$ cat src/rtl/vector_pe_sequencer.sv
`default_nettype none
// ============================================================================
// Module : vector_pe_sequencer
// Brief  : Walks a vector command word by word through an external PE,
//          reading operands from and writing results back to a register file.
// Rev    : 1.0  initial release
// ============================================================================
module vector_pe_sequencer #(
  parameter int IDX_W = 5,
  parameter int TMO   = 255
) (
  input  logic             clk,
  input  logic             reset,

  input  logic             i_cmd_valid,
  output logic             o_cmd_ready,
  input  logic [7:0]       i_cmd_instr,
  input  logic [31:0]      i_cmd_sew,
  input  logic [3:0]       i_cmd_vap,
  input  logic [IDX_W:0]   i_cmd_vl,

  output logic [IDX_W-1:0] o_rf_raddr,
  input  logic [31:0]      i_rf_rdata_a,
  input  logic [31:0]      i_rf_rdata_b,
  input  logic [31:0]      i_rf_rdata_c,

  output logic [7:0]       o_pe_instr,
  output logic [31:0]      o_pe_sew,
  output logic [3:0]       o_pe_vap,
  output logic [31:0]      o_pe_opa,
  output logic [31:0]      o_pe_opb,
  output logic [31:0]      o_pe_opc,
  output logic             o_pe_start,
  output logic             o_pe_clr,
  input  logic             i_pe_done,
  input  logic [31:0]      i_pe_out,

  output logic             o_rf_wen,
  output logic [IDX_W-1:0] o_rf_waddr,
  output logic [31:0]      o_rf_wdata,

  output logic             o_busy,
  output logic             o_cmd_done,
  output logic             o_err
);

  localparam int               TMO_W      = $clog2(TMO + 1);
  localparam logic [IDX_W:0]   c_VL_MAX   = {1'b1, {IDX_W{1'b0}}};
  localparam logic [IDX_W:0]   c_IDX_ONE  = {{IDX_W{1'b0}}, 1'b1};
  localparam logic [TMO_W-1:0] c_TMO_ONE  = TMO_W'(1);
  localparam logic [TMO_W-1:0] c_TMO_LAST = TMO_W'(TMO - 1);

  typedef enum logic [2:0] {
    S_IDLE  = 3'd0,
    S_READ  = 3'd1,
    S_ISSUE = 3'd2,
    S_WAIT  = 3'd3,
    S_WRITE = 3'd4,
    S_FIN   = 3'd5
  } state_t;

  state_t           r_state;
  state_t           w_state_nxt;

  logic [IDX_W:0]   r_idx;
  logic [IDX_W:0]   r_vl;
  logic [TMO_W-1:0] r_tmo;
  logic [7:0]       r_instr;
  logic [31:0]      r_sew;
  logic [3:0]       r_vap;
  logic [31:0]      r_opa;
  logic [31:0]      r_opb;
  logic [31:0]      r_opc;
  logic [31:0]      r_res;
  logic             r_cmd_done;
  logic             r_err;
  logic             r_tmo_clr;

  logic             w_sew_ok;
  logic             w_accept;
  logic             w_reject;
  logic             w_timeout;
  logic [IDX_W:0]   w_vl_clamp;
  logic [IDX_W:0]   w_idx_inc;

  assign w_sew_ok   = (i_cmd_sew == 32'd8) || (i_cmd_sew == 32'd16) || (i_cmd_sew == 32'd32);
  assign w_accept   = (r_state == S_IDLE) && i_cmd_valid && w_sew_ok;
  assign w_reject   = (r_state == S_IDLE) && i_cmd_valid && !w_sew_ok;
  assign w_vl_clamp = (i_cmd_vl > c_VL_MAX) ? c_VL_MAX : i_cmd_vl;
  assign w_idx_inc  = r_idx + c_IDX_ONE;
  // A done arriving on the last allowed cycle still wins over the timeout.
  assign w_timeout  = (r_state == S_WAIT) && !i_pe_done && (r_tmo == c_TMO_LAST);

  always_ff @(posedge clk) begin
    if (reset) begin
      r_state <= S_IDLE;
    end else begin
      r_state <= w_state_nxt;
    end
  end

  always_comb begin
    w_state_nxt = r_state;
    o_cmd_ready = 1'b0;
    o_busy      = 1'b1;
    o_rf_raddr  = '0;
    o_pe_start  = 1'b0;
    o_pe_opa    = r_opa;
    o_pe_opb    = r_opb;
    o_pe_opc    = r_opc;
    o_rf_wen    = 1'b0;
    o_rf_waddr  = '0;
    o_rf_wdata  = '0;
    o_pe_clr    = r_tmo_clr;

    case (r_state)
      S_IDLE: begin
        o_cmd_ready = 1'b1;
        o_busy      = 1'b0;
        if (w_accept) begin
          w_state_nxt = (w_vl_clamp == '0) ? S_FIN : S_READ;
        end
      end
      S_READ: begin
        o_rf_raddr  = r_idx[IDX_W-1:0];
        w_state_nxt = S_ISSUE;
      end
      S_ISSUE: begin
        // Operands flow straight through so they are valid alongside the start pulse.
        o_pe_start  = 1'b1;
        o_pe_opa    = i_rf_rdata_a;
        o_pe_opb    = i_rf_rdata_b;
        o_pe_opc    = i_rf_rdata_c;
        w_state_nxt = S_WAIT;
      end
      S_WAIT: begin
        if (i_pe_done) begin
          w_state_nxt = S_WRITE;
        end else if (w_timeout) begin
          w_state_nxt = S_IDLE;
        end
      end
      S_WRITE: begin
        o_rf_wen    = 1'b1;
        o_rf_waddr  = r_idx[IDX_W-1:0];
        o_rf_wdata  = r_res;
        o_pe_clr    = 1'b1;
        w_state_nxt = (w_idx_inc == r_vl) ? S_FIN : S_READ;
      end
      S_FIN: begin
        w_state_nxt = S_IDLE;
      end
      default: begin
        w_state_nxt = S_IDLE;
      end
    endcase
  end

  always_ff @(posedge clk) begin
    if (reset) begin
      r_idx      <= '0;
      r_vl       <= '0;
      r_tmo      <= '0;
      r_instr    <= '0;
      r_sew      <= '0;
      r_vap      <= '0;
      r_opa      <= '0;
      r_opb      <= '0;
      r_opc      <= '0;
      r_res      <= '0;
      r_cmd_done <= 1'b0;
      r_err      <= 1'b0;
      r_tmo_clr  <= 1'b0;
    end else begin
      r_cmd_done <= (r_state == S_FIN);
      r_err      <= w_reject || w_timeout;
      r_tmo_clr  <= w_timeout;

      case (r_state)
        S_IDLE: begin
          if (w_accept) begin
            r_instr <= i_cmd_instr;
            r_sew   <= i_cmd_sew;
            r_vap   <= i_cmd_vap;
            r_vl    <= w_vl_clamp;
            r_idx   <= '0;
          end
        end
        S_ISSUE: begin
          r_opa <= i_rf_rdata_a;
          r_opb <= i_rf_rdata_b;
          r_opc <= i_rf_rdata_c;
          r_tmo <= '0;
        end
        S_WAIT: begin
          if (i_pe_done) begin
            r_res <= i_pe_out;
          end else if (!w_timeout) begin
            r_tmo <= r_tmo + c_TMO_ONE;
          end
        end
        S_WRITE: begin
          r_idx <= w_idx_inc;
        end
        default: begin
        end
      endcase
    end
  end

  assign o_pe_instr = r_instr;
  assign o_pe_sew   = r_sew;
  assign o_pe_vap   = r_vap;
  assign o_cmd_done = r_cmd_done;
  assign o_err      = r_err;

endmodule
`default_nettype wire

$ cat config.mk
export PLATFORM = sky130hd
export DESIGN_NAME = vector_pe_sequencer
export DESIGN_NICKNAME = d
export VERILOG_FILES = /design/src/rtl/vector_pe_sequencer.sv
export SDC_FILE = /design/constraint.sdc
export NUM_CORES = 1
export LEC_CHECK = 0
export BUFFER_PORTS_ARGS = -buffer_cell sky130_fd_sc_hd__buf_2
export CAP_MARGIN = 30
export CORE_MARGIN = 5
export CORE_UTILIZATION = 35
export DETAILED_ROUTE_END_ITERATION = 10
export GPL_ROUTABILITY_DRIVEN = 0
export RECOVER_POWER = 100
export SETUP_SLACK_MARGIN = 0.02
export SYNTH_ARGS = -nofsm -noshare
export SYNTH_HDL_FRONTEND = slang
export SYNTH_SLANG_ARGS = --single-unit
$ cat constraint.sdc
create_clock -name clk -period 2.1 [get_ports clk]
set_input_delay 0.42 -clock clk [delete_from_list [all_inputs] [get_ports clk]]
set_output_delay 0.42 -clock clk [all_outputs]
set_load 0.02 [all_outputs]
==> reports/metrics.cfg <==
[logic_synthesis]
synthDistinctLibCells = 46
synthMuxAreaShare_pct = 15.8
yosys.area_share.simple_pct = 23.4
synthArstFlopShare_pct = 0
netlist_area_um2 = 7860
synth_edf_count = 0
syn_area_per_cell_um2 = 10.2
synthTopCellsByArea = dfxtp_1 50%, mux2_2 14%, nor2b_1 7.8%
synth_most_common_cell = dfxtp_1
ys_top_cells_by_count = 198 x dfxtp_1, 98 x nor2b_1, 96 x mux2_2, 71 x and2_1, 71 x nand2_1
synth-warning-count = 0
yosys.area.top_type = dfxtp_1
ys.flop_type = dfxtp_1
netlist_instances = 773
synthAdderAreaFrac_pct = 0.478
synth_top_family_by_area = simple AND/OR/NAND/NOR gates
synth_compound_area_share_pct = 4.65
syn_nets = 958
synth_xor_area_share_pct = 1.67
synth.top_cell.area_share_pct = 50.4
ys_seq_elements = 198
ys_seq_area_share_pct = 50.4

[timing]
max_freq_mhz = 419
maxSlewHeadroom_pct = 66.6
fin_tns_setup_ns = -31.30
hold_slack_ns = 0.225
post-route-period-util_pct = 114
rsz0062_at_grt = yes
skew_ns = 0.00829
min_period_ns = 2.38
fin_ws_ns = -0.285
worstMarginPinSlew_ns = 0.501
finalHoldViolCount = 0
finalSetupViolCount = 159
drv_slew = 0

[floorplan]
dieArea_um2 = 25600
start_util_pct = 35.8
ioPinCount = 371
die_w_um = 160
core.rowCount = 54
core-area_um2 = 22000
die_h_um = 160

[detailed_routing]
drt_iter0_drc = 248
wirelength_mm = 23.3
postRouteAntennaNets = 0
drc = 0
vias = 6643
via_per_inst = 4.59
dr.pass1.iters = 4
wl_per_cell_um = 16.1

[setup_path]
worstPathMaxFanout = 23
crit_type = reg -> out
cp.required_ns = 1.68
critical_path.cell_chain = nor3b_4 > buf_12 > buf_12 > mux2_1 > buf_2
critPathMostFrequentCell = buf_12
slowest_stage = mux2_1
slowest_delay_ns = 0.38
arrival_ns = 1.96
worstSetupStartpointType = register
cp-end-kind = output port

[job]
cap_violations = 0

[clocking]
cts_root_buf = clkbuf_16
clk_path_buf_depth = 2
htreeDepth = 4
worst_skew_pair.late_latency_ns = 0.42
clk_pin_slew_worst_paths_ns = 0.08
cts_tree = yes
numCtsBuffers = 17
clock_sink_count = 198
ctsHoldBuffers = 0

[global_routing]
grt_usage_pct = 17.4
grt_pass1_vias = 6564
grt_max_degree = 67
antenna_found_initial = 1
grt_overflow = 0
grt_pass1_wl_mm = 36.0

[hold_path]
min_path_type = in -> reg

[layout]
area_growth_pct = 44.8
fillers = 2089
drive_gt1_share_pct = 44.4
nNetsFinal = 1339

[status]
status = finished, violations left
violations = negative setup slack

[placement]
port_buffers = 370
hpwl_mm = 16.8

[power]
power.density_nw_per_um2 = 626
power.leakage_nw = 5.13
peakVddDrop_mv = 0.463
p_total_w = 0.00713

path summary, 6_finish.rpt:
| path | slack [ns] | to | cells after the start | startpoint |
|---|---|---|---|---|
| max | -0.28 | o_pe_opb[25] | 5 | r_state[2] |
| min | 0.22 | r_res[17] | 3 | i_pe_out[17] |
| max reg2reg | -0.11 | r_state[2] | 8 | r_state[0] |
| min reg2reg | 0.45 | r_res[0] | 2 | r_res[0] |
metal layers:
metal	up-vias	track usage, %	wire (um)
li1	3328	-	-
met1	3070	20.6	9670
met2	215	30.4	11600
met3	30	5.36	1550
met4	0	5.04	453
met5	-	0	0
where the power goes:
group	internal [W]	switching, W	leakage (nW)	total, W
sequential	0.00375	0.000000257	1.59	0.00375
combinational	0.000142	0.000125	3.27	0.000267
clock	0.00159	0.00151	0.264	0.00311
total	0.00549	0.00164	5.13	0.00713
registers in the layout (all words and copies together) (netlist names):
name        cells
r_idx           6
r_opb          32
r_opc          32
o_pe_instr      8
o_cmd_done      1
o_pe_sew       32
r_tmo_clr       1
r_opa          32
r_vl            6
r_tmo           8
o_pe_vap        4
o_err           1
r_state         3
r_res          32
worst max-delay path, delay by kind of cell (launching register included):
kind          cells  cell delay, ns
flops             1            0.36
mux               1            0.38
buf+inv           3            0.54
simple gates      1            0.26
per-stage QoR:
stage	utilization (%)	cell area [um2]	instances	worst slack [ns]
6_report	51.8	11400	1448	-0.285
5_1_grt	51.8	11400	1448	-0.369
4_1_cts	51.5	11300	1443	-0.312
3_5_place_dp	46.0	10100	1397	-0.0981
3_3_place_gp	46.0	10100	1397	-0.0354
2_1_floorplan	-	7860	773	0.0564
final cells by class:
type / instances / area, um2 / share of cell area, %
Multi-Input combinational cell: 519 / 3750 / 32.9
Clock buffer: 20 / 447 / 3.92
Tap cell: 280 / 350 / 3.08
Inverter: 2 / 8.76 / 0.0769
Sequential cell: 198 / 3970 / 34.8
Clock inverter: 12 / 114 / 1.00
Antenna cell: 1 / 2.50 / 0.0220
Timing Repair Buffer: 416 / 2750 / 24.1
cell usage in the layout, fill, tap and decap left out, drive strengths merged, types with 2 or more instances in the layout:
master,Yosys,layout
buf,21,360
dfxtp,198,198
nor2b,98,98
mux2,96,96
clkbuf,33,75
nand2,72,72
and2,71,71
a21oi,41,41
nor2,29,29
mux2i,16,16
xor2,10,10
nand2b,8,8
nor4,8,8
nor3,7,7
nand3b,7,7
clkinv,1,6
nand3,5,5
nand4,5,5
xnor2,5,5
o21ai,5,5
inv,1,5
or2,4,4
and3,4,4
a41oi,4,4
a311oi,4,4
o2111ai,3,3
ha,3,3
clkinvlp,0,3
nor3b,2,2
nand4bb,2,2
or3b,2,2
cell families after synthesis:
| kind of cell | Yosys count |
|---|---|
| AOI/OAI and AO/OA | 62 |
| xor gates and xnor gates | 15 |
| adders and majority gates | 3 |
| buffers and inverters | 56 |
| DFF | 198 |
| muxes | 112 |
| and+or+nand+nor | 327 |
repair_timing:
item                                    4_1_cts  5_1_grt
pin swaps                                     2        1
endpoints found under the setup margin      139      141
gates resized for setup                     138       54
setup buffers                                 9        4
hold endpoints to repair                      0        0
gates cloned                                  5        1
Note: power is estimated with default switching activity, not from simulation.
